[src/rtl/mips_ctrl_pkg.sv]
// Shared definitions for the MIPS multi-cycle control unit and its datapath:
// state encoding, opcode/funct constants, ALU control codes and mux selects.
package mips_ctrl_pkg;

  typedef enum logic [3:0] {
    S_FETCH     = 4'd0,
    S_DECODE    = 4'd1,
    S_MEM_ADDR  = 4'd2,
    S_MEM_RD    = 4'd3,
    S_MEM_WB    = 4'd4,
    S_MEM_WR    = 4'd5,
    S_R_EXEC    = 4'd6,
    S_R_WB      = 4'd7,
    S_BRANCH    = 4'd8,
    S_ADDI_EXEC = 4'd9,
    S_ADDI_WB   = 4'd10,
    S_JUMP      = 4'd11
  } state_t;

  localparam logic [5:0] OP_RTYPE = 6'h00;
  localparam logic [5:0] OP_LW    = 6'h23;
  localparam logic [5:0] OP_SW    = 6'h2B;
  localparam logic [5:0] OP_BEQ   = 6'h04;
  localparam logic [5:0] OP_ADDI  = 6'h08;
  localparam logic [5:0] OP_J     = 6'h02;

  localparam logic [5:0] FN_ADD = 6'h20;
  localparam logic [5:0] FN_SUB = 6'h22;
  localparam logic [5:0] FN_AND = 6'h24;
  localparam logic [5:0] FN_OR  = 6'h25;
  localparam logic [5:0] FN_SLT = 6'h2A;

  localparam logic [3:0] ALU_AND = 4'b0000;
  localparam logic [3:0] ALU_OR  = 4'b0001;
  localparam logic [3:0] ALU_ADD = 4'b0010;
  localparam logic [3:0] ALU_SUB = 4'b0110;
  localparam logic [3:0] ALU_SLT = 4'b0111;

  localparam logic [1:0] SRCB_B      = 2'd0;
  localparam logic [1:0] SRCB_FOUR   = 2'd1;
  localparam logic [1:0] SRCB_IMM    = 2'd2;
  localparam logic [1:0] SRCB_IMM_SH = 2'd3;

  localparam logic [1:0] PCSRC_ALU    = 2'd0;
  localparam logic [1:0] PCSRC_ALUOUT = 2'd1;
  localparam logic [1:0] PCSRC_JUMP   = 2'd2;

endpackage

[src/rtl/mips_alu_decoder.sv]
// ALU control decode: funct-driven op in R_EXEC, subtract in BRANCH,
// add everywhere else. Also flags whether funct is a supported R-type op.
module mips_alu_decoder
  import mips_ctrl_pkg::*;
(
  input  logic [3:0] i_state,
  input  logic [5:0] i_funct,
  output logic [3:0] o_alu_ctl,
  output logic       o_funct_legal
);

  logic [3:0] w_fn_ctl;

  // Map the R-type funct field onto an ALU operation.
  always_comb begin
    w_fn_ctl      = ALU_ADD;
    o_funct_legal = 1'b1;
    case (i_funct)
      FN_ADD:  w_fn_ctl = ALU_ADD;
      FN_SUB:  w_fn_ctl = ALU_SUB;
      FN_AND:  w_fn_ctl = ALU_AND;
      FN_OR:   w_fn_ctl = ALU_OR;
      FN_SLT:  w_fn_ctl = ALU_SLT;
      default: o_funct_legal = 1'b0;
    endcase
  end

  // Choose the ALU operation for the current state.
  always_comb begin
    o_alu_ctl = ALU_ADD;
    if (i_state == S_R_EXEC)      o_alu_ctl = w_fn_ctl;
    else if (i_state == S_BRANCH) o_alu_ctl = ALU_SUB;
  end

endmodule

[src/rtl/mips_multicycle_ctrl.sv]
// Multi-cycle MIPS control FSM: fetch, decode, execute, memory, write-back
// over a shared memory with a mem_ready handshake.
// Handshake: a memory access is presented by holding mem_read/mem_write and
// its address select stable; it completes in the cycle mem_ready is sampled
// high, and the FSM waits in place (outputs unchanged) while it is low.
module mips_multicycle_ctrl
  import mips_ctrl_pkg::*;
(
  input  logic       clk,
  input  logic       reset,
  input  logic [5:0] opcode,
  input  logic [5:0] funct,
  input  logic       zero,
  input  logic       mem_ready,
  output logic       pc_en,
  output logic       iord,
  output logic       mem_read,
  output logic       mem_write,
  output logic       ir_write,
  output logic       reg_dst,
  output logic       mem_to_reg,
  output logic       reg_write,
  output logic       alu_src_a,
  output logic [1:0] alu_src_b,
  output logic [1:0] pc_source,
  output logic [3:0] alu_ctl,
  output logic       retired,
  output logic       illegal,
  output logic [3:0] dbg_state
);

  state_t r_state;
  state_t w_next;
  logic   r_run;
  logic   w_active;
  logic   w_funct_legal;
  logic   w_pc_en, w_mem_read, w_mem_write, w_ir_write;
  logic   w_reg_write, w_retired, w_illegal;

  // r_run stays low until the first rising edge after reset release, so the
  // first live FETCH cycle starts on that edge.
  always_ff @(posedge clk or negedge reset) begin
    if (!reset) r_run <= 1'b0;
    else        r_run <= 1'b1;
  end

  // State register, held in FETCH until the FSM is running.
  always_ff @(posedge clk or negedge reset) begin
    if (!reset)     r_state <= S_FETCH;
    else if (r_run) r_state <= w_next;
  end

  mips_alu_decoder u_alu_dec (
    .i_state       (r_state),
    .i_funct       (funct),
    .o_alu_ctl     (alu_ctl),
    .o_funct_legal (w_funct_legal)
  );

  // Next-state and per-state Moore outputs (beq pc_en follows zero).
  always_comb begin
    w_next      = r_state;
    w_pc_en     = 1'b0;
    w_mem_read  = 1'b0;
    w_mem_write = 1'b0;
    w_ir_write  = 1'b0;
    w_reg_write = 1'b0;
    w_retired   = 1'b0;
    w_illegal   = 1'b0;
    iord        = 1'b0;
    reg_dst     = 1'b0;
    mem_to_reg  = 1'b0;
    alu_src_a   = 1'b0;
    alu_src_b   = SRCB_B;
    pc_source   = PCSRC_ALU;
    case (r_state)
      S_FETCH: begin
        w_mem_read = 1'b1;
        alu_src_b  = SRCB_FOUR;
        if (mem_ready) begin
          w_ir_write = 1'b1;
          w_pc_en    = 1'b1;
          w_next     = S_DECODE;
        end
      end
      S_DECODE: begin
        alu_src_b = SRCB_IMM_SH;
        w_next    = S_FETCH;
        case (opcode)
          OP_LW, OP_SW: w_next = S_MEM_ADDR;
          OP_RTYPE: begin
            if (w_funct_legal) w_next = S_R_EXEC;
            else               w_illegal = 1'b1;
          end
          OP_BEQ:  w_next = S_BRANCH;
          OP_ADDI: w_next = S_ADDI_EXEC;
          OP_J:    w_next = S_JUMP;
          default: w_illegal = 1'b1;
        endcase
      end
      S_MEM_ADDR: begin
        alu_src_a = 1'b1;
        alu_src_b = SRCB_IMM;
        w_next    = (opcode == OP_LW) ? S_MEM_RD : S_MEM_WR;
      end
      S_MEM_RD: begin
        iord       = 1'b1;
        w_mem_read = 1'b1;
        if (mem_ready) w_next = S_MEM_WB;
      end
      S_MEM_WB: begin
        mem_to_reg  = 1'b1;
        w_reg_write = 1'b1;
        w_retired   = 1'b1;
        w_next      = S_FETCH;
      end
      S_MEM_WR: begin
        iord        = 1'b1;
        w_mem_write = 1'b1;
        if (mem_ready) begin
          w_retired = 1'b1;
          w_next    = S_FETCH;
        end
      end
      S_R_EXEC: begin
        alu_src_a = 1'b1;
        w_next    = S_R_WB;
      end
      S_R_WB: begin
        reg_dst     = 1'b1;
        w_reg_write = 1'b1;
        w_retired   = 1'b1;
        w_next      = S_FETCH;
      end
      S_BRANCH: begin
        alu_src_a = 1'b1;
        pc_source = PCSRC_ALUOUT;
        w_pc_en   = zero;
        w_retired = 1'b1;
        w_next    = S_FETCH;
      end
      S_ADDI_EXEC: begin
        alu_src_a = 1'b1;
        alu_src_b = SRCB_IMM;
        w_next    = S_ADDI_WB;
      end
      S_ADDI_WB: begin
        w_reg_write = 1'b1;
        w_retired   = 1'b1;
        w_next      = S_FETCH;
      end
      S_JUMP: begin
        pc_source = PCSRC_JUMP;
        w_pc_en   = 1'b1;
        w_retired = 1'b1;
        w_next    = S_FETCH;
      end
      default: w_next = S_FETCH;
    endcase
  end

  // Reset low drops every enable/strobe combinationally, including a write
  // already in flight.
  assign w_active  = reset & r_run;
  assign pc_en     = w_pc_en     & w_active;
  assign mem_read  = w_mem_read  & w_active;
  assign mem_write = w_mem_write & w_active;
  assign ir_write  = w_ir_write  & w_active;
  assign reg_write = w_reg_write & w_active;
  assign retired   = w_retired   & w_active;
  assign illegal   = w_illegal   & w_active;
  assign dbg_state = r_state;

endmodule

[config.mk]
export PLATFORM = sky130hd
export DESIGN_NAME = mips_multicycle_ctrl
export DESIGN_NICKNAME = d
export VERILOG_FILES = /design/src/rtl/mips_ctrl_pkg.sv /design/src/rtl/mips_alu_decoder.sv /design/src/rtl/mips_multicycle_ctrl.sv
export SDC_FILE = /design/constraint.sdc
export NUM_CORES = 1
export LEC_CHECK = 0
export ABC_AREA = 1
export BUFFER_PORTS_ARGS = -buffer_cell sky130_fd_sc_hd__buf_4
export CORE_MARGIN = 5
export CORE_UTILIZATION = 45
export CTS_BUF_LIST = sky130_fd_sc_hd__clkbuf_8
export CTS_CLUSTER_DIAMETER = 80
export DETAILED_ROUTE_END_ITERATION = 10
export PLACE_DENSITY = 0.75
export SYNTH_ARGS = -nofsm -noshare
export SYNTH_HDL_FRONTEND = slang
export SYNTH_HIERARCHICAL = 1
export SYNTH_SLANG_ARGS = --single-unit
[constraint.sdc]
create_clock -name clk -period 1.8 [get_ports clk]
set_input_delay 0.09 -clock clk [delete_from_list [all_inputs] [get_ports clk]]
set_output_delay 0.09 -clock clk [all_outputs]
set_load 0.05 [all_outputs]
Yosys cells after proc, flatten, opt, wreduce, memory -nomap -nowiden
Index checks and enable logic that the tools add are counted.

operators by class
  equal/unequal tests = 24
  multiplexer cells = 27
  bitwise gates (word level) = 8
  reduce and logical (&&, ||, !) cells = 12

operators by type and width
  operator                                                          count
  6-bit == test (second input constant)                             7
  4-bit case mux with 7 select lines                                1
  4-bit case mux with 5 select lines                                1
  4-bit by 3-bit == test with 1-bit output (second input constant)  4
  4-bit == test (second input constant)                             4
  4-bit 2-to-1 mux                                                  4
  5-bit OR reduction                                                3
  1-bit 2-to-1 mux                                                  12
  3-bit case mux with 4 select lines                                1
  3-bit 2-to-1 mux                                                  3
  1-bit bitwise AND                                                 8
  4-bit by 2-bit == test with 1-bit output (second input constant)  2
  2-bit OR reduction                                                4
  6-bit by 2-bit == test with 1-bit output (second input constant)  1
  6-bit by 3-bit == test with 1-bit output (second input constant)  1
  6-bit by 4-bit == test with 1-bit output (second input constant)  1
  6-bit zero test                                                   1
  2-bit != test (second input constant)                             3
  2-bit case mux with 3 select lines                                1
  4-bit by 1-bit == test with 1-bit output (second input constant)  1
  4-bit zero test                                                   1
  1-bit case mux with 2 select lines                                2
  2-bit case mux with 2 select lines                                1
  4-bit AND reduction                                               1
  3 further kinds                                                   3

storage, ports and cells
  register bits = 5
  input bits = 16
  output and inout port bits = 23
  word-level logic and storage cells = 73

Logic depth before layout (Yosys ltp)
Gate-level depths: netlist of run 1.

  depth after elaboration = 7
  depth in mapped cells = 13
  mapped depth without buffers = 13

By module
Netlist of run 1, hierarchy kept.

modules (own cells, without submodules)
  module                times used  cells an instance  area each (um^2)  seq. area each (um^2)
  mips_multicycle_ctrl  1           117                615.6             125.1
  mips_alu_decoder      1           38                 188.9             0.0

Worst setup path after synthesis of run 1
OpenSTA, ideal clock, no wires.

  path kind = reg2out
  start point = register r_state[3], in the netlist dbg_state[3]
  end point = output pc_en
  data arrival time = 2.679 ns
  data required time = 1.710 ns
  path slack = -0.969 ns
  stages on the path, launching flop included = 5
  buffers on the path = 0
  path through = dfrtp_1 nor2_2 nand2_2 nor3_1 o21bai_1

between the ends
  cells in the longest elaborated chain, start to end = 3
  elaborated cells on any way between the ends = 5
  those cells by class = 2 x eq/ne; 1 x mux; 1 x bitwise; 1 x reduce/logical

ends and longest elaborated chain
  item                                                     line                         RTL
  start: declaration                                       mips_multicycle_ctrl.sv:32   state_t r_state;
  start signal: assignment                                 mips_multicycle_ctrl.sv:50   else if (r_run) r_state <= w_next;
  4-bit == test / 4-bit zero test (equally long branches)  mips_multicycle_ctrl.sv:76   case (r_state)
  1-bit case mux with 3 select lines (*)                   mips_multicycle_ctrl.sv:76
  1-bit bitwise AND (*)                                    mips_multicycle_ctrl.sv:165  assign pc_en = w_pc_en & w_active;
  end: declaration                                         mips_multicycle_ctrl.sv:15   output logic pc_en,

Every way passes the cells marked *; elsewhere a longest branch is shown, timed or not.

Final worst setup path of run 1
  start point = register r_state[2], in the netlist dbg_state[2]
  end point = output illegal

between the ends
  cells in the longest elaborated chain, start to end = 3

ends and longest elaborated chain
  item                                      line                         RTL
  4-bit by 1-bit == test with 1-bit output  mips_multicycle_ctrl.sv:76
  1-bit 2-to-1 mux                          mips_multicycle_ctrl.sv:76
  1-bit bitwise AND                         mips_multicycle_ctrl.sv:171  assign illegal = w_illegal & w_active;
  end: declaration                          mips_multicycle_ctrl.sv:28   output logic illegal,

No other way between the ends.

==> results of run 1 <==
[metrics by stage]
stage / setup TNS, ps / worst slack, ps / total power, mW
2_1_floorplan: -236.9 / -225.0 / 0.7599
3_3_place_gp: 0 / 318.6 / 0.9703
3_5_place_dp: 0 / 283.2 / 0.9792
4_1_cts: 0 / 53.63 / 1.181
5_1_grt: 0 / 6.083 / 1.260
6_report: 0 / 121.4 / 1.179
[cell usage after synthesis, drive strengths merged]
library cell and count:
a21oi 3, buf 1, conb 2, dfrtp 5, inv 27, nand2 52
nand3 13, nand3b 1, nand4 2, nor2 37, nor3 3, o21ai 7
o21bai 1, or3 1
[worst paths after layout]
check,startpoint,to,slack (ps),depth (start not counted)
worst max-delay path,dbg_state[2],illegal,120,6
worst min-delay path,reset,dbg_state[3],230,2
worst max register to register,dbg_state[1],dbg_state[1],420,8
worst min register to register,dbg_state[0],dbg_state[0],590,2
max in group asynchronous,reset,dbg_state[0],1450,2
min in group clk,mem_ready,dbg_state[3],330,5
[registers in the layout (all words and copies together), names as in the netlist]
signal and cells:
dbg_state 4, r_run 1
[timing repair]
item                                    CTS  global route
hold buffers                              1             0
hold endpoints to repair                  5             0
endpoints found under the setup margin    0             1
resized for setup                         0             1
[kinds of logic after synthesis]
group,after synthesis,synth area share
DFF,5,0.1555
and+or+nand+nor,109,0.6190
AOI/OAI and AO/OA,11,0.08087
buffers and inverters,28,0.1353
other,2,0.009335
[layout make-up]
cell class,count,area (um2),area share
multi-input cells,122,623.1,0.5113
inverters,27,101.3,0.08316
well taps,25,31.28,0.02567
flip-flops and latches,5,130.1,0.1068
clock inverters,1,3.754,0.003080
clock buffers,3,41.29,0.03388
repair buffers,38,287.8,0.2361
[per-layer routing]
| metal | global-route usage | part of all wire |
|---|---|---|
| met5 | 0 | 0 |
| met4 | 0.05106 | 0 |
| met3 | 0.01709 | 0.039 |
| met2 | 0.3202 | 0.53 |
| met1 | 0.2255 | 0.43 |
[power groups by stage]
stage	clock (mW)	combinational (mW)	sequential, mW
final	0.194	0.792	0.194
after global routing	0.208	0.852	0.201
after CTS	0.200	0.791	0.190
after detailed placement	0	0.787	0.192
after global placement	0	0.781	0.189
after floorplan	0	0.502	0.258
==> run metrics, run 1 <==
CTS root buf sky130_fd_sc_hd__clkbuf_8; number of synthesized register bits 5; Clock Power Share 0.164; classification of the worst-slack hold path in -> async; Setup Buffers After CTS 0; delay of the slowest critical-path stage 460 ps; ranking of synthesized cells by area sky130_fd_sc_hd__nand2_1 (22%), sky130_fd_sc_hd__dfrtp_1 (16%), sky130_fd_sc_hd__nor2_1 (12%); cell chain of the critical path nor2_4 > inv_1 > nor2_2 > nand3_1 > nor3_4 > buf_4; share of the clock period used by the worst path after layout 0.9325; RSZ-0062 raised after global routing no; Inserted Clock Buffers 3; number of synthesis warnings 6; total non-filler cell area in the finished layout 0.001219 mm2; DRC violation count after routing 0; number of instances in the synthesized netlist between 150 and 200; clock latency at the later pin of the worst-skew pair about 220 ps; sort of element at the start of the critical path register; part of the Yosys area used for sequential elements 0.1555; number of iterations in the first detailed-routing pass 4; critical path's top delay family simple AND/OR/NAND/NOR gates; net count of the mapped netlist around 170; category of the worst setup path capture point primary output; fraction of synthesized cell area taken by the top area cell type 0.2240; clock-pin slew reported for the worst setup and hold paths after clock tree synthesis 30 ps; post-synth design cell area about 800 um2; Vias 1024; cell with the largest stage delay on the worst path sky130_fd_sc_hd__dfrtp_2; Horiz. Die Dim ~52 um; maximum buffer depth of the clock tree 2; CTS tree done; final cell count without fillers 221; die area 0.002733 mm2; filler cell count in the final layout ~140; Critical Path Fanout Max 8; CP Data Required Time 1710 ps; area of the core between 0.0015 and 0.002 mm2; Buffers & Inverters on Critical Path 2; total grt overflow 0; Overall Global Routing Usage 0.1796; maximum level of the CTS H-tree 1; Placed Cells ~220; I/O pin total 39; Leakage around 0.7 nW; final core occ 0.7136; global placement routability congestion 0.8103; peak clock frequency supported by timing around 600 MHz; final number of max-transition violations 0; row count 15; half-perimeter wire length of the detailed placement result 1962 um; most common library cell in the layout ignoring fill and taps sky130_fd_sc_hd__nand2_1; number of hold-slack violations in the final timing report 0; internal power between 0.5 and 0.6 mW; count of inserted antenna diode cells 0; Post-Place Cell Area around 0.0012 mm2; y dimension of the die 52.28 um; number of global-route vias before repair 948; most frequent cells in the layout sky130_fd_sc_hd__nand2_1 (48), sky130_fd_sc_hd__buf_4 (37), sky130_fd_sc_hd__nor2_1 (25); cell type with the highest aggregate area in the netlist sky130_fd_sc_hd__nand2_1; type of the setup path with the least slack reg -> out; largest net degree at the start of global routing 9; proportion of power drawn by flip-flops and latches 0.164; arrival time reported for the critical path endpoint 1590 ps; Setup violations, final 0; final worst path period need 1679 ps; maximum clock skew at final layout 0.3296 ps; part of the total power dissipated in combinational logic 0.671; initial detailed-routing violation count 19; Final nets about 210; run status complete, no violations; layout cell share with drive strength beyond 1 0.3673; mean area per synthesized cell 5.190 um2; antenna-violating nets left 0; switching portion of total power 0.5663; max-capacitance violation count 0; final WL 2289 um; starting density of the core 0.4711; relative area change from synthesis to final layout 51.48%; Min Hold Slack roughly 230 ps; synth unique cells 21; routed wirelength normalized by instance count a little over 10 um; number of antenna violations at the first check in global routing 0; clock net sink count 5; wire length of the first global-routing pass 3850 um; Vias per Instance 4.633; pwr/cell area just under 1000 mW/mm2; Sw Pwr 0.6679 mW; Buffers on Ports 37; Worst IR Drop VDD around 830 uV
Power figures use the tool's default switching activity.
==> run 2: changes to the inputs <==
Settings changed: RECOVER_POWER from default to 50.
==> run 2 against run 1 <==
Fmax barely moved. Final cell count did not move. Power fell by 1.7%. Critical path type unchanged. Highest routed layer unchanged.
==> run metrics, run 2 (same netlist as run 1, synthesis figures left out) <==
total grt overflow 0; final worst path period need 1679 ps; setup slack of the worst register-to-register path 190 ps; Min Hold Slack 231.7 ps; filler cell count in the final layout 148; run status complete, no violations; max-capacitance violation count 0; Largest register FFs 4; relative area change from synthesis to final layout 49.30%; half-perimeter wire length of the detailed placement result slightly below 2000 um; Inserted Clock Buffers 3; initial detailed-routing violation count 12; type of the setup path with the least slack reg -> out; clock net sink count 5; maximum level of the CTS H-tree 1; wire length of the first global-routing pass 3850 um; CP Data Required Time 1710 ps; number of gates on the worst path with buffers counted 6; routed wirelength normalized by instance count 10.44 um; pwr/cell area between 900 and 1000 mW/mm2; power after layout between 1 and 1.5 mW; final WL 2307 um; sort of element at the start of the critical path register; number of antenna violations at the first check in global routing 0; number of hold-slack violations in the final timing report 0; most frequent cells in the layout sky130_fd_sc_hd__nand2_1 (48), sky130_fd_sc_hd__buf_4 (34), sky130_fd_sc_hd__nor2_1 (26); cell depth of the worst flop-to-flop path 8; final cell count without fillers 221; area of the multi-input gates 615.6 um2; final number of max-transition violations 0; cell with the largest stage delay on the worst path sky130_fd_sc_hd__dfrtp_2; maximum clock skew at final layout 0.3853 ps; Buffers on Ports 37; end of the worst register-to-register path dbg_state[1]; launch point of the worst reg-to-reg path dbg_state[1]; Vias 1033; number of iterations in the first detailed-routing pass 4; I/O pin total 39; largest net degree at the start of global routing 9; cell chain of the critical path nor2_4 > inv_1 > nor2_2 > nand3_1 > nor3_4 > buf_4; clock-pin slew reported for the worst setup and hold paths after clock tree synthesis approximately 30 ps; Worst-Margin Slew about 590 ps; die area roughly 0.0027 mm2; Buffers & Inverters on Critical Path 2; classification of the worst-slack hold path in -> async; CTS root buf sky130_fd_sc_hd__clkbuf_8; peak clock frequency supported by timing 595.6 MHz; Worst IR Drop VDD 761.1 uV; critical path's top delay family simple AND/OR/NAND/NOR gates; y dimension of the die 52.28 um; delay of the slowest critical-path stage around 460 ps; category of the worst setup path capture point primary output; arrival time reported for the critical path endpoint between 1500 and 2000 ps; Horiz. Die Dim 52.28 um; Critical Path Fanout Max 8; share of the clock period used by the worst path after layout 0.9327; global placement routability congestion ~0.81; RSZ-0062 raised after global routing no; Setup violations, final 0; Leakage 0.6857 nW; starting density of the core 0.4711; clock latency at the later pin of the worst-skew pair between 200 and 250 ps; CTS tree done; area of the core 0.001708 mm2; antenna-violating nets left 0; timing endpoint of the critical path illegal; Storage cell area around 130 um2; maximum buffer depth of the clock tree 2; Placed Cells 216; layout cell share with drive strength beyond 1 0.3469; Relative slew margins 0.6072; Overall Global Routing Usage 0.1796; timing startpoint of the critical path dbg_state[2]; row count 15; DRC violation count after routing 0; Vias per Instance 4.674; count of inserted antenna diode cells 0; most common library cell in the layout ignoring fill and taps sky130_fd_sc_hd__nand2_1; Final nets 213; number of global-route vias before repair between 900 and 1000
[run 2: cell types whose count changed in the layout (fill, tap and decap cells not counted)]
cell and change:
sky130_fd_sc_hd__clkbuf_1 +2, sky130_fd_sc_hd__clkinv_1 +1, sky130_fd_sc_hd__clkbuf_2 +1, sky130_fd_sc_hd__nor2_4 -1, sky130_fd_sc_hd__nor2_1 +1, sky130_fd_sc_hd__buf_4 -3, sky130_fd_sc_hd__inv_2 -1
[run 2: per-layer routing]
layer	track usage	vias up	share of wire
met2	0.3202	27	0.53
met4	0.05106	0	0
met1	0.2255	453	0.43
li1	-	553	-
met3	0.01709	0	0.042
met5	0	-	0
[run 2: metrics by stage]
step	setup slack, ps	cell area, um2	utilization	TNS, ps
after detailed placement	283.2	1159	0.6784	0
after floorplan	-225.0	857.1	-	-236.9
final	121.1	1201	0.7033	0
after global routing	6.083	1201	0.7033	0
after CTS	53.63	1214	0.7106	0
after global placement	318.6	1159	0.6784	0
[run 2: worst min path at each step]
stage	startpoint	endpoint	slack, ps	cells after the start
6_report	reset	dbg_state[3]	230	2
5_1_grt	reset	dbg_state[0]	250	2
4_1_cts	reset	dbg_state[3]	210	2
3_5_place_dp	reset	r_run	-100	1
3_3_place_gp	reset	r_run	-100	1
2_1_floorplan	reset	dbg_state[0]	-210	0
[run 2: power by group]
group          switching (mW)  internal (mW)  leakage (nW)  total [mW]
registers              0.0528          0.141        0.0593       0.194
clock network          0.0481          0.146        0.0269       0.194
logic                   0.563          0.210         0.599       0.772
[run 2: layout make-up]
cell class / instances / area share
Tap cell: 25 / 0.02604
Timing Repair Buffer: 38 / 0.2313
Sequential cell: 5 / 0.1083
Clock inverter: 1 / 0.003125
Inverter: 27 / 0.08437
Clock buffer: 3 / 0.03438
Multi-Input combinational cell: 122 / 0.5125
[run 2: timing repair]
item	4_1_cts	5_1_grt
setup buffers	0	0
setup endpoints to repair	0	1
hold buffers	1	0
endpoints found under the hold margin	5	0
gates resized for setup	0	1
==> run 3: changes to the inputs <==
Settings changed: ABC_AREA 1 to default, PLACE_DENSITY 0.75 to 0.77.
==> run 3 against run 2 <==
Largest power group unchanged. Critical path depth shrank 2. First-iteration DRC count grew 110%. Combinational power grew 32%. Global-route usage grew 1.5 points. Sequential share of layout area shrank 0.89 points. Clock-buffer cell count is the same. Hold slack lost 11 ps. Fmax shrank 3.9%. Register-to-register slack lost 70 ps. Clock skew grew 2.8 ps. Setup slack lost 68 ps. Die area shrank 5.8%.
==> run metrics, run 3 <==
run status complete, no violations; internal power roughly 0.69 mW; most common library cell in the layout ignoring fill and taps sky130_fd_sc_hd__buf_4; area of the core 0.001541 mm2; Overall Global Routing Usage 0.1947; number of synthesized register bits 5; total grt overflow 0; fraction of synthesized cell area taken by the top area cell type 0.1675; maximum clock skew at final layout 3.198 ps; number of antenna violations at the first check in global routing 0; y dimension of the die a little over 50 um; final WL roughly 2700 um; classification of the worst-slack hold path in -> async; Worst-Margin Slew 673.0 ps; type of the setup path with the least slack reg -> out; initial detailed-routing violation count 25; final cell count without fillers roughly 170; clock-pin slew reported for the worst setup and hold paths after clock tree synthesis 40 ps; EDFF count, synth 0; synth unique cells 39; starting density of the core 0.4846; category of the worst setup path capture point primary output; part of the Yosys area used for sequential elements 0.1675; maximum level of the CTS H-tree 1; Synth async-reset ratio 1.000; cell chain of the critical path nand2b_2 > nand2b_1 > a211oi_4 > buf_6; Vias per Instance 5.917; proportion of power drawn by flip-flops and latches 0.150; Setup violations, final 0; post-synth design cell area 747.0 um2; number of instances in the synthesized netlist 102; switching portion of total power 0.5180; ranking of synthesized cells by area sky130_fd_sc_hd__dfrtp_1 (17%), sky130_fd_sc_hd__nand2b_1 (6.7%), sky130_fd_sc_hd__nand2_1 (5.5%); most frequent cells in the layout sky130_fd_sc_hd__buf_4 (51), sky130_fd_sc_hd__nand2_1 (11), sky130_fd_sc_hd__nor2_1 (9); max-capacitance violation count 0; largest net degree at the start of global routing 17; part of the total power dissipated in combinational logic 0.708; Horiz. Die Dim around 51 um; wire length of the first global-routing pass 3967 um; number of iterations in the first detailed-routing pass 4; count of inserted antenna diode cells 0; share of the clock period used by the worst path after layout 0.9703; routed wirelength normalized by instance count 15.98 um; arrival time reported for the critical path endpoint 1660 ps; delay of the slowest critical-path stage 510 ps; half-perimeter wire length of the detailed placement result 1801 um; clock latency at the later pin of the worst-skew pair 220 ps; Buffers on Ports 37; CTS tree done; Final nets 169; RSZ-0062 raised after global routing yes; Placed Cells approximately 150; number of hold-slack violations in the final timing report 0; power after layout 1.436 mW; Sw Pwr 0.7439 mW; Worst IR Drop VDD 1086 uV; Vias 994; number of global-route vias before repair slightly above 900; filler cell count in the final layout 92; relative area change from synthesis to final layout 75.21%; Clock Power Share 0.142; cell type with the highest aggregate area in the netlist sky130_fd_sc_hd__dfrtp_1; peak clock frequency supported by timing 572.6 MHz; number of synthesis warnings 6; DRC violation count after routing 0; global placement routability congestion about 0.84; final worst path period need between 1500 and 2000 ps; most frequent cell after synthesis sky130_fd_sc_hd__nand2_1; mean area per synthesized cell 7.323 um2; row count 14; Relative slew margins 0.5472; final core occ 0.8490; net count of the mapped netlist 118; Largest register FFs 4; top cells by instance count after synthesis sky130_fd_sc_hd__nand2_1 (11), sky130_fd_sc_hd__nor2_1 (10), sky130_fd_sc_hd__nand2b_1 (8), sky130_fd_sc_hd__nor3_1 (8); antenna-violating nets left 0; Critical Path Fanout Max 13; cell with the largest stage delay on the worst path sky130_fd_sc_hd__dfrtp_2; clock net sink count 5; maximum buffer depth of the clock tree 2; layout cell share with drive strength beyond 1 0.5395; commonest register cell after synthesis sky130_fd_sc_hd__dfrtp_1; CP Data Required Time between 1500 and 2000 ps; CTS root buf sky130_fd_sc_hd__clkbuf_8; Inserted Clock Buffers 3; I/O pin total 39; Leakage around 0.54 nW; final number of max-transition violations 0; pwr/cell area 1097 mW/mm2; sort of element at the start of the critical path register; Min Hold Slack 220.5 ps; die area 0.002575 mm2
==> run 3: kinds of logic after synthesis <==
logic type      count (synthesis)  synth area share
buf+inv                         9           0.06866
simple gates                   55            0.4389
flops                           5            0.1675
other cells                     2           0.01005
mux                             2           0.03517
compound gates                 25            0.2328
xor+xnor                        4           0.04691
==> run 3: per-stage QoR <==
step	setup WS, ps	setup TNS, ps	instance area [um2]
6_report	53.54	0	1309
3_3_place_gp	222.4	0	1147
5_1_grt	-54.24	-82.34	1309
4_1_cts	0.1231	0	1207
3_5_place_dp	230.4	0	1147
2_1_floorplan	-194.5	-530.6	844.6
==> run 3: cell type report <==
| class | instances | area (um2) | area share |
|---|---|---|---|
| inverters | 1 | 3.754 | 0.002868 |
| flip-flops and latches | 5 | 130.1 | 0.09943 |
| multi-input cells | 88 | 694.4 | 0.5306 |
| clock inverters | 1 | 3.754 | 0.002868 |
| well taps | 16 | 20.02 | 0.01530 |
| clock buffers | 3 | 41.29 | 0.03155 |
| repair buffers | 54 | 415.4 | 0.3174 |
==> run 3: critical path: cells and delay by family (launching register included) <==
kind                   cells  cell delay (ps)
buffers and inverters      1              180
flip-flops                 1              510
AND/OR/NAND/NOR            2              490
AO/OA/AOI/OAI              1              240
==> run 3: layer usage <==
metal	vias to the layer above	GRT usage	wire, um
li1	472	-	-
met1	457	0.2340	957
met2	59	0.3326	1472
met3	6	0.04734	223
met4	0	0.06809	30
met5	-	0	0
==> run 3: power groups by stage <==
| stage | clock network, mW | registers (mW) | logic, mW |
|---|---|---|---|
| finish | 0.204 | 0.216 | 1.02 |
| global route | 0.228 | 0.222 | 1.08 |
| CTS | 0.206 | 0.229 | 0.865 |
| detailed placement | 0 | 0.229 | 0.854 |
| global placement | 0 | 0.223 | 0.854 |
| floorplan | 0 | 0.246 | 0.625 |
==> run 3: path summary, 6_finish.rpt <==
check,from,endpoint,slack (ps),cells after the start
hold reg to reg,dbg_state[0],dbg_state[0],660,2
min in group clk,mem_ready,dbg_state[0],230,4
setup reg to reg,dbg_state[0],dbg_state[2],120,6
setup / recovery,dbg_state[2],retired,50,4
max in group asynchronous,reset,dbg_state[3],1450,2
hold / removal,reset,dbg_state[0],220,2
==> run 3: what timing repair did <==
item                                    in CTS  in global routing
buffers inserted                             0                  9
endpoints found under the hold margin        5                  0
cloned                                       0                  0
endpoints found under the setup margin       1                  3
resized for setup                            1                  6
hold buffers                                 1                  0
pin swaps                                    0                  1
